[src/rtl/sprite_regs_pkg.sv]
// Shared definitions for the sprite position register bank: word map,
// CTRL bit layout and the commit state encoding.
package sprite_regs_pkg;

  localparam int unsigned CTRL_W        = 8;
  localparam int unsigned FRAME_W       = 9;
  localparam int unsigned CTRL_PEND_BIT = 0;
  localparam int unsigned CTRL_VS_BIT   = 1;

  typedef logic [10:0] pos_t;

  typedef enum logic {
    IDLE = 1'b0,
    PEND = 1'b1
  } commit_state_t;

endpackage

[src/rtl/vsync_edge_sync.sv]
// Brings the active-low VGA vsync into the clk domain and flags its falling
// edge (start of the sync pulse) for exactly one clk cycle.
module vsync_edge_sync (
  input  logic clk,
  input  logic rst,
  input  logic vsync_in,
  output logic vs_level,
  output logic vs_fall
);

  logic vs_s1;
  logic vs_s2;
  logic vs_d;

  // Flops reset high so an idle (high) vsync never produces a spurious fall.
  always_ff @(posedge clk or posedge rst) begin
    if (rst) begin
      vs_s1 <= 1'b1;
      vs_s2 <= 1'b1;
      vs_d  <= 1'b1;
    end else begin
      vs_s1 <= vsync_in;
      vs_s2 <= vs_s1;
      vs_d  <= vs_s2;
    end
  end

  assign vs_level = vs_s2;
  assign vs_fall  = vs_d & ~vs_s2;

endmodule

[src/rtl/sprite_pos_regs.sv]
// CPU-visible sprite position bank: shadow registers written over the data bus,
// copied to the active outputs at vsync start when a commit is pending.
module sprite_pos_regs
  import sprite_regs_pkg::*;
#(
  parameter int unsigned NUM_SPRITES = 5,
  parameter logic [31:0] ADDR_BASE   = 32'h0000_0400,
  parameter int unsigned POS_W       = 11
) (
  input  logic                         clk,
  input  logic                         rst,
  input  logic                         we,
  input  logic [31:0]                  addr,
  input  logic [31:0]                  wdata,
  output logic [31:0]                  rdata,
  input  logic                         vsync_in,
  output logic [NUM_SPRITES*POS_W-1:0] pos_x,
  output logic [NUM_SPRITES*POS_W-1:0] pos_y,
  output logic                         frame_tick
);

  logic             sel;
  logic [5:0]       word;
  logic             ctrl_set;
  logic             commit;
  logic             vs_level;
  logic             vs_fall;
  logic [15:0]      frame_cnt;
  logic [31:0]      rd_next;
  logic             unused_bits;
  commit_state_t    state, state_next;

  logic [POS_W-1:0] shadow_x [NUM_SPRITES];
  logic [POS_W-1:0] shadow_y [NUM_SPRITES];
  logic [POS_W-1:0] act_x    [NUM_SPRITES];
  logic [POS_W-1:0] act_y    [NUM_SPRITES];

  assign sel         = (addr[31:8] == ADDR_BASE[31:8]);
  assign word        = addr[7:2];
  assign ctrl_set    = we & sel & (word == 6'(CTRL_W)) & wdata[CTRL_PEND_BIT];
  assign commit      = (state == PEND) & vs_fall;
  assign unused_bits = ^{addr[1:0], wdata};

  vsync_edge_sync u_sync (
    .clk      (clk),
    .rst      (rst),
    .vsync_in (vsync_in),
    .vs_level (vs_level),
    .vs_fall  (vs_fall)
  );

  always_ff @(posedge clk or posedge rst) begin
    if (rst) state <= IDLE;
    else     state <= state_next;
  end

  // A set landing on the commit edge wins, so the new request survives it.
  always_comb begin
    state_next = state;
    unique case (state)
      IDLE: if (ctrl_set) state_next = PEND;
      PEND: if (vs_fall)  state_next = ctrl_set ? PEND : IDLE;
      default: state_next = IDLE;
    endcase
  end

  // Commit samples shadow before this cycle's bus write lands.
  always_ff @(posedge clk or posedge rst) begin
    if (rst) begin
      for (int unsigned i = 0; i < NUM_SPRITES; i++) begin
        shadow_x[i] <= '0;
        shadow_y[i] <= '0;
        act_x[i]    <= '0;
        act_y[i]    <= '0;
      end
    end else begin
      for (int unsigned i = 0; i < NUM_SPRITES; i++) begin
        if (commit) begin
          act_x[i] <= shadow_x[i];
          act_y[i] <= shadow_y[i];
        end
        if (we && sel && (word == 6'(i))) begin
          shadow_x[i] <= wdata[POS_W-1:0];
          shadow_y[i] <= wdata[16 +: POS_W];
        end
      end
    end
  end

  always_ff @(posedge clk or posedge rst) begin
    if (rst) begin
      frame_cnt  <= '0;
      frame_tick <= 1'b0;
    end else begin
      frame_tick <= vs_fall;
      if (vs_fall) frame_cnt <= frame_cnt + 16'd1;
    end
  end

  always_comb begin
    rd_next = '0;
    if (sel) begin
      for (int unsigned i = 0; i < NUM_SPRITES; i++) begin
        if (word == 6'(i)) begin
          rd_next[POS_W-1:0]  = shadow_x[i];
          rd_next[16 +: POS_W] = shadow_y[i];
        end
      end
      if (word == 6'(CTRL_W)) begin
        rd_next[CTRL_PEND_BIT] = (state == PEND);
        rd_next[CTRL_VS_BIT]   = vs_level;
      end
      if (word == 6'(FRAME_W)) rd_next[15:0] = frame_cnt;
    end
  end

  always_ff @(posedge clk or posedge rst) begin
    if (rst) rdata <= '0;
    else     rdata <= rd_next;
  end

  always_comb begin
    pos_x = '0;
    pos_y = '0;
    for (int unsigned i = 0; i < NUM_SPRITES; i++) begin
      pos_x[POS_W*i +: POS_W] = act_x[i];
      pos_y[POS_W*i +: POS_W] = act_y[i];
    end
  end

endmodule

[config.mk]
export PLATFORM = sky130hd
export DESIGN_NAME = sprite_pos_regs
export DESIGN_NICKNAME = d
export VERILOG_FILES = /design/src/rtl/sprite_regs_pkg.sv /design/src/rtl/vsync_edge_sync.sv /design/src/rtl/sprite_pos_regs.sv
export SDC_FILE = /design/constraint.sdc
export NUM_CORES = 1
export LEC_CHECK = 0
export ABC_AREA = 1
export BUFFER_PORTS_ARGS = -buffer_cell sky130_fd_sc_hd__buf_4
export CORE_MARGIN = 5
export CORE_UTILIZATION = 43
export DETAILED_ROUTE_END_ITERATION = 8
export PLACE_DENSITY = 0.74
export SLEW_MARGIN = 20
export SYNTH_ARGS = -nofsm -noshare
export SYNTH_HDL_FRONTEND = slang
export SYNTH_SLANG_ARGS = --single-unit
[constraint.sdc]
create_clock -name clk -period 14.55 [get_ports clk]
set_input_delay 0.7275 -clock clk [delete_from_list [all_inputs] [get_ports clk]]
set_output_delay 0.7275 -clock clk [all_outputs]
set_load 0.03 [all_outputs]
==> results of run 1 <==
==> sequential cells by signal (all words and copies together) (netlist names), 16 cells and up <==
| signal | count |
|---|---|
| rdata | 27 |
| frame_cnt | 16 |
| pos_y | 55 |
| shadow_y | 55 |
| shadow_x | 55 |
| pos_x | 55 |
==> kinds of logic (layout without fill, tap and decap cells) <==
group                    count (synthesis)  count (layout)  share of synthesized area
AND/OR/NAND/NOR                        293             293                     0.1178
flip-flops                             268             268                     0.6075
AO/OA/AOI/OAI                          248             248                     0.1249
buffers and inverters                  146             339                    0.06808
multiplexers                            67              67                    0.06831
XOR/XNOR                                15              15                    0.01189
adder cells (fa/ha/maj)                  1               1                   0.001133
other                                    1               5                  0.0003395
==> critical path: stages <==
cell     delay [ns]
buf_4          0.12
nor2_4         0.26
nand3_2        0.55
inv_2          0.62
nand2_4        0.47
nand2_1        0.22
o21ai_2        0.07
==> per-stage QoR <==
step / area [sq um] / hold WS (ns)
after floorplan: 11060 / 0.3452
after global placement: 12560 / 0.3482
after detailed placement: 12560 / 0.3491
after CTS: 13480 / 0.2858
after global routing: 13520 / 0.2772
final: 13520 / 0.2919
==> metal layers <==
metal	share of wire	track usage
met3	0.080	0.03717
met4	0.011	0.03785
met1	0.43	0.2788
met5	0	0
met2	0.47	0.3181
==> Yosys cell counts <==
library cell / number / area share
nand3_2: 3 / 0.0027
nor3_1: 7 / 0.0032
nand2_1: 206 / 0.070
xor2_1: 11 / 0.0087
o22ai_1: 9 / 0.0051
ha_1: 1 / 0.0011
o21ai_2: 29 / 0.023
nand4_1: 6 / 0.0034
nand3b_2: 1 / 0.0010
o211ai_1: 6 / 0.0041
o21ai_1: 81 / 0.037
inv_1: 88 / 0.030
clkbuf_1: 8 / 0.0027
conb_1: 1 / 0.00034
nand3_4: 2 / 0.0032
dfstp_2: 3 / 0.0071
nand3_1: 6 / 0.0027
buf_4: 8 / 0.0054
inv_2: 6 / 0.0020
nor3b_2: 1 / 0.0011
dfrtp_1: 265 / 0.60
nor2_2: 7 / 0.0040
buf_2: 12 / 0.0054
buf_6: 21 / 0.021
nor2_1: 42 / 0.014
xnor2_1: 4 / 0.0032
clkbuf_2: 1 / 0.00045
mux2_2: 67 / 0.068
o21ai_0: 73 / 0.033
nand3b_1: 1 / 0.00068
nor2_4: 4 / 0.0041
o2111ai_1: 1 / 0.00079
a21oi_1: 49 / 0.022
nand2_4: 5 / 0.0051
buf_1: 2 / 0.00068
nand2_2: 1 / 0.00057
nor2_8: 1 / 0.0018
==> final timing paths <==
kind                                   end             from
setup / recovery               shadow_y[5]          addr[7]
hold / removal                    rdata[6]              rst
setup reg to reg                 pos_x[10]  u_sync.vs_level
hold reg to reg            u_sync.vs_level     u_sync.vs_s1
max in group asynchronous     shadow_x[43]              rst
min in group clk              u_sync.vs_s1         vsync_in
==> cells in the final DEF, fill, tap and decap left out, drive strengths merged, types with 4 or more instances in the layout <==
cell type | synthesis | routed
nand4 | 6 | 6
inv | 94 | 94
nand3 | 11 | 11
o22ai | 9 | 9
o21ai | 183 | 183
o211ai | 6 | 6
mux2 | 67 | 67
dfrtp | 265 | 265
buf | 43 | 197
xnor2 | 4 | 4
a21oi | 49 | 49
nand2 | 212 | 212
clkbuf | 9 | 41
nor3 | 7 | 7
nor2 | 54 | 54
xor2 | 11 | 11
clkinv | 0 | 5
conb | 1 | 5
==> report_power, final <==
group / leakage [nW] / switching, mW / internal [mW]
logic: 2.52 / 0.0385 / 0.0200
clock network: 0.459 / 0.285 / 0.423
registers: 3.73 / 0.00869 / 0.753
==> layout make-up <==
type / count / share of cell area
sequential: 268 / 0.4965
multi-input combinational: 629 / 0.2668
timing repair buffer: 197 / 0.1112
clock buffer: 41 / 0.06369
tap: 330 / 0.03055
inverter: 94 / 0.02666
clock inverter: 7 / 0.004629
==> reports/metrics.yaml, run 1 <==
outcome: "complete, no violations"
vias_per_cell: 5.067
io_buffers: 193
ir_worst_vdd_v: 0.00006643
p_total_mw: 1.529
fin_cells: 1566
rows: 58
wirelength_mm: 28.45
worst_r2r_path_depth: 4
hold_path.class: "in -> async"
post_cts_buffers: 0
first_iter_violations: 677
dp_hpwl_mm: 18.79
fin_ws_ns: 11.87
dp.cells: 1517
skew_ns: 0.02370
dieWidth_um: 170.3
netlist_instances: 1039
initial_utilization: 0.4374
cts_sinks: 268
period_minus_slack_ns: 2.677
slew_violations: 0
fin_crit_sh: 0.1840
yosysSeqAreaShare: 0.6075
place.gp.congestion: 0.8166
io_pins: 211
root_buffer: "clkbuf_16"
path_class: "in -> reg"
p_per_area_mw_per_mm2: 113.1
ant_nets: 0
path_clk_slew_ns: 0.06
grt_pass1_vias: 8028
drcViolationCount: 0
die_height_um: 170.3
coreArea_sq_mm: 0.02525
critPathCaptureType: "flop"
final_nets: 1287
crit_required_ns: 14.95
grt-ovfl-total: 0
antenna_found_initial: 1
cts_resized: 0
numCtsBuffers: 28
fin_tns_setup_ns: 0
dieArea_sq_mm: 0.02899
n_antenna_cell: 0
holdBufCountCts: 0
grt_max_degree: 115
ys_types: 37
rsz0062_at_grt: "no"
drive_gt1_frac: 0.3026
multi_input_area_sq_mm: 0.003606
cts_tree: "done"
fin_util: 0.5352
p_leak_nw: 6.702
rrSetupSlack_ns: 11.90
finalHoldViolCount: 0
clk_latency_ns: 0.54
arrival_ns: 3.07
avgSynthCellArea_sq_um: 10.63
worst_pin_slew_ns: 0.9299
grt_pass1_wl_mm: 45.33
setup_viol: 0
clockBufferDepth: 3
filler_cell_count: 2225
wl_per_cell_um: 18.17
dr.pass1.iters: 5
htree_num_levels: 1
grtUsageTotal: 0.1959
ff_latch_area_sq_mm: 0.006710
start_kind: "input port"
areaGrowthSynthToFinish_pct: 22.36
fmax_mhz: 373.6
vias: 7935
ys_seq_elements: 268
yosysWarnings: 0
syn_area_sq_mm: 0.01105
drv_cap: 0
dpl_worst_slack_ns: 11.40
relSlewSlack: 0.3800
path_max_fanout: 44
(Power assumes the default switching activity.)
==> run 2: changes to the inputs <==
--- a/config.mk
+++ b/config.mk
@@ -10,7 +10,7 @@
 export CORE_MARGIN = 5
 export CORE_UTILIZATION = 43
 export DETAILED_ROUTE_END_ITERATION = 8
-export PLACE_DENSITY = 0.74
+export PLACE_DENSITY = 0.76
 export SLEW_MARGIN = 20
 export SYNTH_ARGS = -nofsm -noshare
 export SYNTH_HDL_FRONTEND = slang
==> constraint.sdc (replaced) <==
create_clock -name clk -period 2.3 [get_ports clk]
set_input_delay 0.115 -clock clk [delete_from_list [all_inputs] [get_ports clk]]
set_output_delay 0.115 -clock clk [all_outputs]
set_load 0.03 [all_outputs]
==> run 2 against run 1 <==
  * Non-clock buffer count is 36 higher
  * Flip-flop and latch count is the same
  * Die area unchanged
  * Highest routed layer unchanged
==> reports/metrics.yaml, run 2 (synthesis results as in run 1) <==
hold_path.class: "in -> reg"
setup_viol: 0  # unchanged
met2_length_mm: 12.88  # -4.5%
wl_met1_mm: 12.34  # -0.26%
holdWs_ns: 0.03289  # -0.2590 ns
mostFrequentLayoutCell: "dfrtp_1"
grt_max_degree: 92  # -20%
layout_common_cells: "dfrtp_1 (265), nand2_1 (205), buf_4 (204)"
start_kind: "flop"
grt_pass1_vias: 8272  # +3.0%
numCtsBuffers: 28  # unchanged
drive_gt1_frac: 0.3014  # -0.001176
root_buffer: "clkbuf_16"
cts_resized: 0  # unchanged
dieArea_sq_mm: 0.02899  # unchanged
n_antenna_cell: 0  # unchanged
clockBufferDepth: 3  # unchanged
post_cts_buffers: 0  # unchanged
ant_nets: 0  # unchanged
io_buffers: 193  # unchanged
die_height_um: 170.3  # unchanged
arrival_ns: 2.26  # -0.81 ns
initial_utilization: 0.4374  # unchanged
wirelength_mm: 27.75  # -2.4%
grt_pass1_wl_mm: 44.74  # -1.3%
highest_layer: "met4"
drv_cap: 0  # unchanged
relSlewSlack: 0.5815  # +0.2014
place.gp.congestion: 0.8506  # +4.2%
critPathCaptureType: "flop"
outcome: "complete, no violations"
vias_per_cell: 5.050  # -0.33%
path_max_fanout: 6  # -86%
path_clk_slew_ns: 0.06  # about the same
p_leak_nw: 6.880  # +2.7%
fin_crit_sh: 0.7798
clk_latency_ns: 0.54  # about the same
areaGrowthSynthToFinish_pct: 25.89
grtUsageTotal: 0.1916  # -0.004315
finalHoldViolCount: 0  # unchanged
dp_hpwl_mm: 19.18  # +2.1%
worst_pin_slew_ns: 0.6265  # -0.3035 ns
coreArea_sq_mm: 0.02525  # unchanged
p_total_mw: 9.820  # +540%
path_class: "reg -> reg"
ir_worst_vdd_v: 0.0005257  # +690%
p_per_area_mw_per_mm2: 706.2  # +520%
wl_met3_mm: 1.920  # -16%
fmax_mhz: 557.5
final_nets: 1323  # +2.8%
first_iter_violations: 670  # -1.0%
period_minus_slack_ns: 1.794
dr.pass1.iters: 5  # unchanged
fin_tns_setup_ns: 0  # unchanged
htree_num_levels: 1  # unchanged
io_pins: 211  # unchanged
grt-ovfl-total: 0  # unchanged
rows: 58  # unchanged
skew_ns: 0.02695  # +0.003251 ns
crit_required_ns: 2.76  # -12.19 ns
vias: 8101  # +2.1%
cts_tree: "done"
slew_violations: 0  # unchanged
filler_cell_count: 2155  # -3.1%
cts_sinks: 268  # unchanged
drcViolationCount: 0  # unchanged
antenna_found_initial: 0  # -1
wl_per_cell_um: 17.30  # -4.8%
rsz0062_at_grt: "no"
dieWidth_um: 170.3  # unchanged
run 2: cell types whose count changed in the layout (fill, tap and decap cells not counted), sizes merged:
cell         change
dlygate4sd3     +24
bufinv           +2
buf             +12
run 2: area by class of cell:
cell class | instances | area [sq um] | share of cell area
inverter | 94 | 356.6 | 0.02564
sequential | 268 | 6710 | 0.4825
multi-input combinational | 629 | 3606 | 0.2593
tap | 330 | 412.9 | 0.02969
timing repair buffer | 233 | 1872 | 0.1346
clock buffer | 41 | 809.5 | 0.05821
clock inverter | 9 | 138.9 | 0.009987
run 2: final timing paths:
check	startpoint	endpoint	slack, ns	cells past startpoint
hold reg to reg	u_sync.vs_s1	u_sync.vs_level	0.36	0
setup reg to reg	u_sync.vs_d	frame_cnt[14]	0.51	9
max in group asynchronous	rst	shadow_y[51]	1.20	4
min in group asynchronous	rst	rdata[6]	0.22	3
setup / recovery	u_sync.vs_d	frame_cnt[14]	0.51	9
hold / removal	addr[12]	rdata[15]	0.03	6
run 2: what timing repair did:
action / CTS / global route
hold endpoints to repair: 128 / 0
endpoints found under the setup margin: 0 / 0
hold buffers: 24 / 0
run 2: power by group:
group          switching [mW]  total, mW  internal, mW
clock                    1.82       4.59          2.77
sequential             0.0561       4.82          4.76
combinational           0.252      0.410         0.158
total                    2.12       9.82          7.70
run 2: through the flow:
| stage | instance area, sq um | setup WS, ns | instances | utilization |
|---|---|---|---|---|
| global placement | 12720 | 0.5154 | 1530 | 0.5036 |
| global route | 13910 | 0.3238 | 1604 | 0.5506 |
| detailed placement | 12720 | 0.4525 | 1530 | 0.5036 |
| CTS | 13910 | 0.5154 | 1604 | 0.5506 |
| finish | 13910 | 0.5064 | 1604 | 0.5506 |
| floorplan | 11060 | -1.352 | 1043 | - |
run 2: worst max-delay path, stage by stage, from the launching register on:
cell and delay (ns):
dfstp_2 0.52, inv_1 0.05, nor2_4 0.19, nand2_2 0.14
nor2_4 0.13, nand2_1 0.09, nor2_1 0.20, nand2_1 0.12
nor2_1 0.12, xor2_1 0.16
run 2: metal layers:
layer,track usage,vias to the layer above
met5,0,-
met4,0.05208,0
met3,0.04088,38
met2,0.3054,267
met1,0.2685,3945
li1,-,3851
==> run 3: changes to the inputs <==
==> constraint.sdc (replaced) <==
create_clock -name clk -period 1.5 [get_ports clk]
set_input_delay 0.075 -clock clk [delete_from_list [all_inputs] [get_ports clk]]
set_output_delay 0.075 -clock clk [all_outputs]
set_load 0.03 [all_outputs]
==> run 3 against run 2 <==
  * Flip-flop and latch count is the same
  * Total power grew 49%
  * Maximum frequency grew 16%
  * Die area is the same
  * Worst hold slack gained 0.021 ns
  * The run now ends with setup timing left
  * Clock skew shrank 0.010 ns
  * Worst setup slack lost 0.55 ns
  * Largest power group unchanged
  * Largest cell class unchanged
  * First-iteration DRC count shrank 7.6%
==> reports/metrics.yaml, run 3 (synthesis results as in run 1) <==
slew_violations: 0  # unchanged
grtUsageTotal: 0.1948  # +0.003258
fin_tns_setup_ns: -0.6036  # -0.6036 ns
hp-start: "we"
arrival_ns: 1.95  # -0.31 ns
layout_common_cells: "dfrtp_1 (265), buf_4 (226), nand2_1 (202)"
critPathCaptureType: "flop"
violations: "setup timing"
design_area_sq_mm: 0.01435  # +3.2%
clockBufferDepth: 3  # unchanged
grt_max_degree: 86  # -6.5%
path_max_fanout: 32  # +26
first_iter_violations: 619  # -7.6%
multi_input_area_sq_mm: 0.003645  # +1.1%
clk_latency_ns: 0.53  # about the same
cts_sinks: 268  # unchanged
grt_pass1_wl_mm: 45.58  # +1.9%
dpl_worst_slack_ns: -0.08013  # -0.5327 ns
place.gp.congestion: 0.8708  # +2.4%
drv_cap: 0  # unchanged
ff_latch_area_sq_mm: 0.006710  # unchanged
vias: 8227  # +1.6%
crit_required_ns: 1.90  # -0.86 ns
initial_utilization: 0.4374  # unchanged
htree_num_levels: 1  # unchanged
io_pins: 211  # unchanged
setup_viol: 43  # +43
path_clk_slew_ns: 0.06  # about the same
filler_cell_count: 2121  # -1.6%
dr.pass1.iters: 6  # +1
wl_per_cell_um: 17.40  # +0.58%
rows: 58  # unchanged
p_per_area_mw_per_mm2: 1023  # +45%
p_leak_nw: 7.137  # +3.7%
path_class: "reg -> reg"
p_total_mw: 14.68  # +49%
cts_tree: "done"
ant_nets: 0  # unchanged
holdWs_ns: 0.05425  # +0.02136 ns
start_kind: "flop"
fin_util: 0.5681  # +0.01749
fin_cells: 1639  # +2.2%
dp.cells: 1564  # +2.2%
startpoint: "u_sync.vs_d"
ir_worst_vdd_v: 0.0007619  # +45%
io_buffers: 193  # unchanged
placed_area_sq_mm: 0.01313  # +3.2%
fin_ws_ns: -0.04195  # -0.5484 ns
grt-ovfl-total: 0  # unchanged
vias_per_cell: 5.020  # -0.61%
root_buffer: "clkbuf_16"
outcome: "complete, but fails checks"
period_minus_slack_ns: 1.542  # -0.2516 ns
dieArea_sq_mm: 0.02899  # unchanged
final_nets: 1359  # +2.7%
mostFrequentLayoutCell: "dfrtp_1"
fmax_mhz: 648.5  # +16%
r2r-start: "u_sync.vs_d"
grt_pass1_vias: 8240  # -0.39%
wirelength_mm: 28.52  # +2.8%
finalHoldViolCount: 0  # unchanged
drive_gt1_frac: 0.3287  # +0.02733
areaGrowthSynthToFinish_pct: 29.89
antenna_found_initial: 0  # unchanged
dp_hpwl_mm: 20.27  # +5.7%
skew_ns: 0.01655  # -0.01040 ns
rsz0062_at_grt: "yes"
numCtsBuffers: 28  # unchanged
coreArea_sq_mm: 0.02525  # unchanged
fin_crit_sh: 1.028  # +0.2482
hold_path.class: "in -> reg"
dieWidth_um: 170.3  # unchanged
die_height_um: 170.3  # unchanged
drcViolationCount: 0  # unchanged
-- run 3: changes by cell type in the layout (fill, tap and decap cells not counted), moves of 3 or more --
cell	before	now
nand2_2	1	4
clkbuf_1	7	4
buf_12	5	18
nand2_1	205	202
nor2_1	42	39
buf_4	204	226
bufinv_16	3	0
-- run 3: final timing paths --
check | to | slack, ns | depth (start not counted)
hold / removal | state | 0.05 | 5
hold reg to reg | u_sync.vs_level | 0.36 | 0
setup / recovery | pos_x[43] | -0.04 | 5
setup reg to reg | pos_x[43] | -0.04 | 5
min in group asynchronous | rdata[4] | 0.07 | 3
max in group asynchronous | pos_y[6] | 0.70 | 4
-- run 3: final cells by class --
type                    instances  area share
clock buffers                  41     0.05930
inverters                      94     0.02485
diodes                          1   0.0001744
well taps                     330     0.02878
multi-input cells             629      0.2540
clock inverters                 7    0.002791
repair buffers                269      0.1624
flip-flops and latches        268      0.4677
-- run 3: power breakdown --
part / internal [mW] / leakage [nW] / switching, mW
clock network: 3.89 / 0.439 / 2.71
registers: 7.31 / 3.73 / 0.0852
logic: 0.280 / 2.97 / 0.402
total: 11.5 / 7.14 / 3.20
-- run 3: worst max-delay path: stages, from the launching register on --
cell     delay [ns]
dfstp_2        0.52
inv_2          0.04
nor2_4         0.17
nand2_4        0.16
buf_12         0.20
mux2_2         0.29
-- run 3: metal layers --
metal	up-vias	wire length [um]	GRT usage
met4	0	539	0.05417
met1	4005	12220	0.2728
met2	279	13490	0.3131
met5	-	0	0
met3	43	2273	0.03763
li1	3900	-	-
-- run 3: what timing repair did --
action,in CTS,in global routing
pin swaps,3,6
setup endpoints to repair,35,92
setup buffers,0,1
hold buffers,24,0
hold endpoints to repair,341,0
gates cloned,1,0
resized for setup,10,5
